**src/rtl/reset_seq_pkg.sv**
```systemverilog
// Shared state encodings and counter sizing for the reset sequencer.
package reset_seq_pkg;

  typedef enum logic [1:0] {
    S_START   = 2'd0,
    S_RESET   = 2'd1,
    S_RELEASE = 2'd2,
    S_IDLE    = 2'd3
  } state_t;

  // Wide enough to hold the largest terminal count without wrapping.
  function automatic int cnt_w(input int a, input int b, input int c);
    int m;
    m = a;
    if (b > m) m = b;
    if (c > m) m = c;
    return $clog2(m) + 1;
  endfunction

endpackage

```
**src/rtl/sync_2ff.sv**
```systemverilog
// Two-flop synchroniser; flops take RST_VAL asynchronously when i_rst_n falls.
module sync_2ff #(
  parameter logic RST_VAL = 1'b0
) (
  input  logic i_clk,
  input  logic i_rst_n,
  input  logic i_d,
  output logic o_q
);

  logic r_meta, r_sync;

  always_ff @(posedge i_clk or negedge i_rst_n) begin
    if (!i_rst_n) begin
      r_meta <= RST_VAL;
      r_sync <= RST_VAL;
    end else begin
      r_meta <= i_d;
      r_sync <= r_meta;
    end
  end

  assign o_q = r_sync;

endmodule

```
**src/rtl/reset_sequencer.sv**
```systemverilog
// Power-up / soft reset sequencer: settle, hold all channels, then release
// channels one by one in ascending order, gated on a synchronised PLL lock.
module reset_sequencer
  import reset_seq_pkg::*;
#(
  parameter int NUM_CH    = 4,
  parameter int START_DLY = 256,
  parameter int HOLD_CYC  = 16,
  parameter int STAGGER   = 8
) (
  input  logic              clk,
  input  logic              reset_n,
  input  logic              pll_locked,
  input  logic              soft_req,
  output logic [NUM_CH-1:0] reset,
  output logic              reset_done
);

  localparam int CW = cnt_w(START_DLY, HOLD_CYC, STAGGER);
  localparam logic [CW-1:0]     C_START = CW'(START_DLY - 1);
  localparam logic [CW-1:0]     C_HOLD  = CW'(HOLD_CYC - 1);
  localparam logic [CW-1:0]     C_STAG  = CW'(STAGGER - 1);
  localparam logic [NUM_CH-1:0] ALL1    = '1;

  if (NUM_CH < 1 || NUM_CH > 16) begin : g_bad_num_ch
    $fatal(1, "reset_sequencer: NUM_CH out of range 1..16");
  end
  if (START_DLY < 1) begin : g_bad_start_dly
    $fatal(1, "reset_sequencer: START_DLY must be >= 1");
  end
  if (HOLD_CYC < 1) begin : g_bad_hold_cyc
    $fatal(1, "reset_sequencer: HOLD_CYC must be >= 1");
  end
  if (STAGGER < 1) begin : g_bad_stagger
    $fatal(1, "reset_sequencer: STAGGER must be >= 1");
  end

  logic w_rst_n_s, w_lock_s;

  // Constant-1 input: async assert on reset_n low, synchronous release.
  sync_2ff #(.RST_VAL(1'b0)) u_rst_sync (
    .i_clk  (clk),
    .i_rst_n(reset_n),
    .i_d    (1'b1),
    .o_q    (w_rst_n_s)
  );

  sync_2ff #(.RST_VAL(1'b0)) u_lock_sync (
    .i_clk  (clk),
    .i_rst_n(reset_n),
    .i_d    (pll_locked),
    .o_q    (w_lock_s)
  );

  state_t            r_state, w_nxt_state;
  logic [CW-1:0]     r_cnt, w_nxt_cnt;
  logic [NUM_CH-1:0] r_rst, w_nxt_rst;
  logic              r_done, w_nxt_done;

  always_ff @(posedge clk or negedge w_rst_n_s) begin
    if (!w_rst_n_s) begin
      r_state <= S_START;
      r_cnt   <= '0;
      r_rst   <= ALL1;
      r_done  <= 1'b0;
    end else begin
      r_state <= w_nxt_state;
      r_cnt   <= w_nxt_cnt;
      r_rst   <= w_nxt_rst;
      r_done  <= w_nxt_done;
    end
  end

  always_comb begin
    w_nxt_state = r_state;
    w_nxt_cnt   = r_cnt;
    w_nxt_rst   = r_rst;
    w_nxt_done  = r_done;
    case (r_state)
      S_START: begin
        w_nxt_rst = ALL1;
        if (!w_lock_s || r_cnt == C_START) begin
          w_nxt_state = S_RESET;
          w_nxt_cnt   = '0;
        end else begin
          w_nxt_cnt = r_cnt + 1'b1;
        end
      end
      S_RESET: begin
        w_nxt_rst = ALL1;
        if (w_lock_s) begin
          if (r_cnt == C_HOLD) begin
            // Shifting the all-ones vector drops channel 0; with one channel
            // this empties the vector and we go straight to idle.
            w_nxt_rst   = ALL1 << 1;
            w_nxt_cnt   = '0;
            w_nxt_state = (w_nxt_rst == '0) ? S_IDLE : S_RELEASE;
            w_nxt_done  = (w_nxt_rst == '0);
          end else begin
            w_nxt_cnt = r_cnt + 1'b1;
          end
        end
      end
      S_RELEASE: begin
        if (!w_lock_s) begin
          w_nxt_state = S_RESET;
          w_nxt_rst   = ALL1;
          w_nxt_cnt   = '0;
          w_nxt_done  = 1'b0;
        end else if (r_cnt == C_STAG) begin
          w_nxt_rst   = r_rst << 1;
          w_nxt_cnt   = '0;
          w_nxt_state = (w_nxt_rst == '0) ? S_IDLE : S_RELEASE;
          w_nxt_done  = (w_nxt_rst == '0);
        end else begin
          w_nxt_cnt = r_cnt + 1'b1;
        end
      end
      S_IDLE: begin
        w_nxt_rst  = '0;
        w_nxt_cnt  = '0;
        w_nxt_done = 1'b1;
        if (!w_lock_s || soft_req) begin
          w_nxt_state = S_RESET;
          w_nxt_rst   = ALL1;
          w_nxt_done  = 1'b0;
        end
      end
      default: begin
        w_nxt_state = S_RESET;
        w_nxt_rst   = ALL1;
        w_nxt_cnt   = '0;
        w_nxt_done  = 1'b0;
      end
    endcase
  end

  assign reset      = r_rst;
  assign reset_done = r_done;

endmodule

```
**config.mk**
```make
export PLATFORM = sky130hd
export DESIGN_NAME = reset_sequencer
export DESIGN_NICKNAME = d
export VERILOG_FILES = /design/src/rtl/reset_seq_pkg.sv /design/src/rtl/sync_2ff.sv /design/src/rtl/reset_sequencer.sv
export SDC_FILE = /design/constraint.sdc
export NUM_CORES = 1
export LEC_CHECK = 0
export ABC_CLOCK_PERIOD_IN_PS = 800
export BUFFER_PORTS_ARGS = -buffer_cell sky130_fd_sc_hd__buf_2
export CAP_MARGIN = 15
export CELL_PAD_IN_SITES_DETAIL_PLACEMENT = 2
export CELL_PAD_IN_SITES_GLOBAL_PLACEMENT = 2
export CORE_UTILIZATION = 38
export CTS_CLUSTER_SIZE = 12
export DETAILED_ROUTE_END_ITERATION = 10
export PLACE_DENSITY = 0.75
export SETUP_SLACK_MARGIN = 0.2
export SYNTH_ARGS = -nofsm -noshare
export SYNTH_HDL_FRONTEND = slang
export SYNTH_SLANG_ARGS = --single-unit
```
**constraint.sdc**
```tcl
create_clock -name clk -period 0.8 [get_ports clk]
set_input_delay 0.08 -clock clk [delete_from_list [all_inputs] [get_ports clk]]
set_output_delay 0.08 -clock clk [all_outputs]
set_load 0.01 [all_outputs]
```
==> results of run 1 <==
[stage by stage]
stage / hold WS [ns] / worst slack (ns) / TNS, ns / cells / instance area (um^2)
floorplan: -0.2156 / -0.9649 / -13.86 / 128 / 1309
global placement: -0.1164 / -1.039 / -15.22 / 219 / 1720
detailed placement: -0.1109 / -1.232 / -17.04 / 219 / 1720
[synth_stat cells (2+ instances only)]
master,instances,area [um^2]
a21oi_1,8,40.04
nor2_1,6,22.52
o21ai_1,7,35.03
ha_1,7,87.58
o22a_1,3,26.28
nor2b_1,3,18.77
o21ai_0,5,25.02
mux2i_1,2,20.02
nand2_1,12,45.04
buf_2,2,10.01
dfstp_2,4,105.1
nor4bb_1,2,20.02
nand2b_1,2,12.51
dfrtp_1,16,400.4
nor3_1,4,20.02
inv_1,8,30.03
a31oi_1,2,12.51
nand3_1,2,10.01
a21o_1,2,15.01
o31ai_1,8,60.06
[kinds of logic after synthesis]
group | after synthesis | share of synthesized area
AND/OR/NAND/NOR | 41 | 0.2028
adder cells (fa/ha/maj) | 7 | 0.06958
flip-flops | 20 | 0.4016
AO/OA/AOI/OAI | 44 | 0.2575
multiplexers | 3 | 0.02783
buffers and inverters | 12 | 0.03777
other | 1 | 0.002979
==> summary.md, run 1 <==
| Metric | Value |
|---|---|
| Die Width | `59.56 um` |
| Post-Syn Nets | `139` |
| Hold_buf cts | `2` |
| # clock sinks | `20` |
| CTS root buf | `clkbuf_4` |
| Seq/Total Area, Yosys | `0.4016` |
| Syn. warnings | `0` |
| Exit stage | `4_1_cts` |
| Post-Syn Instances | `128` |
| Number of synthesized flops with an enable pin | `0` |
| Routability congestion estimate | `0.8160` |
| H-tree depth | `1` |
| Synth unique cells | `43` |
| Err | `[ERROR DPL-0033] detailed placement checks failed during check placement.` |
| Flop and latch count out of synthesis | `20` |
| Syn_area_per_cell | `9.834 um^2` |
| Clock Path Buffers | `2` |
| Async S/R FF share, synth | `1.000` |
| Starting Density | `0.4056` |
| Synth Cell Area | `1259 um^2` |
| Outcome | `aborted with a tool error` |
| Postcts setup bufs | `14` |
| Post-CTS Resized | `29` |
| CTS Buf Count | `3` |
| Die H | `59.56 um` |
| PortBufs | `8` |
| I/O pin count | `9` |
| Placement row count | `20` |
| Top FF cell, synth | `dfrtp_1` |
| Hpwl dp | `3.891 mm` |
==> inputs of run 2 (changes only) <==
CELL_PAD_IN_SITES_DETAIL_PLACEMENT = not set   (was 2)
CELL_PAD_IN_SITES_GLOBAL_PLACEMENT = not set   (was 2)
CORE_UTILIZATION = 25   (was 38)
CTS_CLUSTER_SIZE = not set   (was 12)
PLACE_DENSITY = not set   (was 0.75)
PLACE_DENSITY_LB_ADDON = 0.15   (was not set)
SETUP_SLACK_MARGIN = not set   (was 0.2)
==> summary.md, run 2 <==
| Metric | Value |
|---|---|
| Die H | `72.96 um (+23%)` |
| Unrepaired setup endpoints after global routing | `yes` |
| Crit path max fanout | `4` |
| Clk pwr share | `0.165` |
| Cell Count, Final, Fillers Out | `262` |
| Max-Cap Viols | `0` |
| Clock Path Buffers | `2 (unchanged)` |
| Worst VDD drop | `1038 uV` |
| Syn_area_per_cell | `9.834 um^2 (unchanged)` |
| Remaining DRCs | `0` |
| Final hold viol count | `0` |
| Vias per cell | `4.630` |
| Synth Cell Area | `1259 um^2 (unchanged)` |
| Placement row count | `25 (+25%)` |
| Tmin final | `1.831 ns` |
| Area delta synth->final | `67.49%` |
| Die Width | `72.96 um (+23%)` |
| Grt ovf | `0` |
| Final number of max-transition violations | `0` |
| Post-Syn Instances | `128 (unchanged)` |
| Synth Area in Adders | `0.06958 (unchanged)` |
| Crit share post-route | `2.289` |
| Wire length of the first global-routing pass | `5.920 mm` |
| Pre-CTS setup slack | `-1.111 ns (+0.1209 ns)` |
| Clock-pin slew on the worst setup and hold paths | `0.08 ns` |
| Finished Cell Area | `2108 um^2` |
| Lkg Pwr | `0.9131 nW` |
| Core area | `4786 um^2` |
| Comb pwr share | `0.609` |
| Via count | `1213` |
| Simple-Gate Fraction of Synth Area | `0.2028 (unchanged)` |
| Ant. Diodes | `0` |
| DRT antenna net count | `0` |
| Top-count cell post-synth | `dfrtp_1` |
| Violated checks | `setup timing` |
| Part of the power in registers | `0.227` |
| Routability congestion estimate | `0.8005 (-1.9%)` |
| Clk_skew | `0.001408 ns` |
| Mux share of post-synthesis cell area | `0.02783 (unchanged)` |
| Crit path launch type | `register` |
| Outcome | `complete, but fails checks` |
| Starting Density | `0.2630 (-0.1426)` |
| Synth top area cells | `dfrtp_1 32%, dfstp_2 8.3%, ha_1 7.0%, o31ai_1 4.8%, nand2_1 3.6%` |
| Post-DR wirelength/cell | `13.62 um` |
| Largest family of logic cells by synthesized area | `compound AO/OA/AOI/OAI gates` |
| Multi-input gate area | `873.3 um^2` |
| Total wire length | `3.568 mm` |
| Placed cell count | `246 (+12%)` |
| I/O pin count | `9 (unchanged)` |
| Fmax | `546.0 MHz` |
| Total internal power | `0.004118 W` |
| Crit Path Class | `reg2reg` |
| Largest register FFs | `9` |
| CTS tree | `built` |
| Antenna violations before repair | `0` |
| Largest net degree at the start of global routing | `13` |
| Async S/R FF share, synth | `1.000 (unchanged)` |
| # clock sinks | `20 (unchanged)` |
| Worst Path Arrival | `1.98 ns` |
| Area leader, netlist | `dfrtp_1` |
| Number of synthesized flops with an enable pin | `0 (unchanged)` |
| Synth top cells by count | `16 x dfrtp_1, 12 x nand2_1, 8 x a21oi_1, 8 x inv_1, 8 x o31ai_1` |
| Post-synthesis xor/xnor area fraction | `0 (unchanged)` |
| Layout fillers | `458` |
| Synth top area share | `0.3181 (unchanged)` |
| CTS Buf Count | `3 (unchanged)` |
| Gr usage total | `0.1472` |
| Die Footprint | `5322 um^2` |
| Placed cell area | `1792 um^2 (+4.1%)` |
| CP endpoint kind | `register` |
| Flop and latch count out of synthesis | `20 (unchanged)` |
| Synth Area in Compound Gates | `0.2575 (unchanged)` |
| Worst min path class | `in2async` |
| Switch Pwr | `0.002291 W` |
| Commonest non-fill, non-tap cell in the layout | `buf_4` |
| H-tree depth | `1 (unchanged)` |
| Clock latency on the worst-skew pair | `0.26 ns` |
| Initial DRT Pass Iterations | `4` |
| Initial drt markers | `50` |
| Worst setup margin | `-1.031 ns` |
| PortBufs | `8 (unchanged)` |
| Most frequent cells in the layout | `51 x buf_4, 16 x dfrtp_1, 12 x nand2_1, 9 x buf_6` |
| Vias in the first global route | `1271` |
| End-of-flow core utilization | `0.4405` |
| Sequential cell area | `505.5 um^2` |
| Post-Syn Nets | `139 (unchanged)` |
| Synth unique cells | `43 (unchanged)` |
| Worst EP required | `0.95 ns` |
| Syn. warnings | `0 (unchanged)` |
| Top FF cell, synth | `dfrtp_1` |
| Setup-failing EPs final | `21` |
| Final net count | `207` |
| Pwr dens | `3040 nW/um^2` |
| CTS root buf | `clkbuf_8` |
| Hpwl dp | `2.665 mm (-31%)` |
| Layout cells sized above 1 | `0.5333` |
| Top reg by flops | `r_cnt` |
| Seq/Total Area, Yosys | `0.4016 (unchanged)` |
| Switching fraction of total power | `0.3574` |
-- run 2: cell counts after synthesis --
No cell type changed its count.
-- run 2: final timing paths --
kind / from / to / slack [ns] / cells past startpoint
worst max-delay path: r_cnt[5] / r_cnt[5] / -1.03 / 5
worst min-delay path: reset_n / u_rst_sync.r_meta / 0.15 / 2
worst max register to register: r_cnt[5] / r_cnt[5] / -1.03 / 5
worst min register to register: u_rst_sync.o_q / reset_done / 0.18 / 1
max in group asynchronous: u_rst_sync.o_q / reset[0] / 0.41 / 1
min in group clk: soft_req / reset[0] / 0.31 / 6
-- run 2: critical path, stage by stage (launching register included) --
cell and delay (ns):
dfrtp_1 0.42, or4_4 0.56, o21a_4 0.24, nor4_4 0.27, buf_4 0.19, o21ai_2 0.05
-- run 2: power groups by stage --
stage	Clock [W]	Combinational (W)	Sequential (W)
final	0.00106	0.00390	0.00145
after CTS	0.00107	0.00361	0.00145
after detailed placement	0	0.00317	0.00144
after global routing	0.00113	0.00422	0.00148
after floorplan	0	0.00162	0.00153
after global placement	0	0.00317	0.00142
-- run 2: stage by stage --
stage                     hold WS (ns)  total power, W  TNS, ns
after floorplan                -0.2156        0.003154   -13.86
after global placement         -0.1159        0.004592   -15.66
after detailed placement       -0.1103        0.004612   -15.98
after CTS                       0.1517        0.006135   -17.55
after global routing            0.1394        0.006826   -18.38
final                           0.1455        0.006409   -17.11
-- run 2: kinds of logic (layout without fill, tap and decap cells) --
kind of cell             Yosys count  after routing
AND/OR/NAND/NOR                   41             41
adder cells (fa/ha/maj)            7              7
flip-flops                        20             20
AO/OA/AOI/OAI                     44             44
other                              1              1
buffers and inverters             12             79
multiplexers                       3              3
-- run 2: layout make-up --
| type | instances | area share |
|---|---|---|
| Clock buffer | 3 | 0.01958 |
| Clock inverter | 1 | 0.01424 |
| Inverter | 8 | 0.01424 |
| Multi-Input combinational cell | 96 | 0.4142 |
| Sequential cell | 20 | 0.2398 |
| Tap cell | 67 | 0.03976 |
| Timing Repair Buffer | 67 | 0.2582 |
-- run 2: what timing repair did --
item | 4_1_cts | 5_1_grt
setup endpoints to repair | 21 | 21
setup buffers | 6 | 6
endpoints found under the hold margin | 5 | 0
resized for setup | 13 | 17
pin swaps | 12 | 5
hold buffers | 2 | 0
-- run 2: layer usage --
metal | routed length (um) | global-route usage | vias up | part of all wire
met5 | 0 | 0 | - | 0
met4 | 15 | 0.03486 | 0 | 0.0042
met3 | 79 | 0.03315 | 2 | 0.022
met2 | 1805 | 0.2513 | 10 | 0.51
met1 | 1667 | 0.1888 | 593 | 0.47
li1 | - | - | 608 | -
No activity file was read; power rests on OpenSTA's default activity.
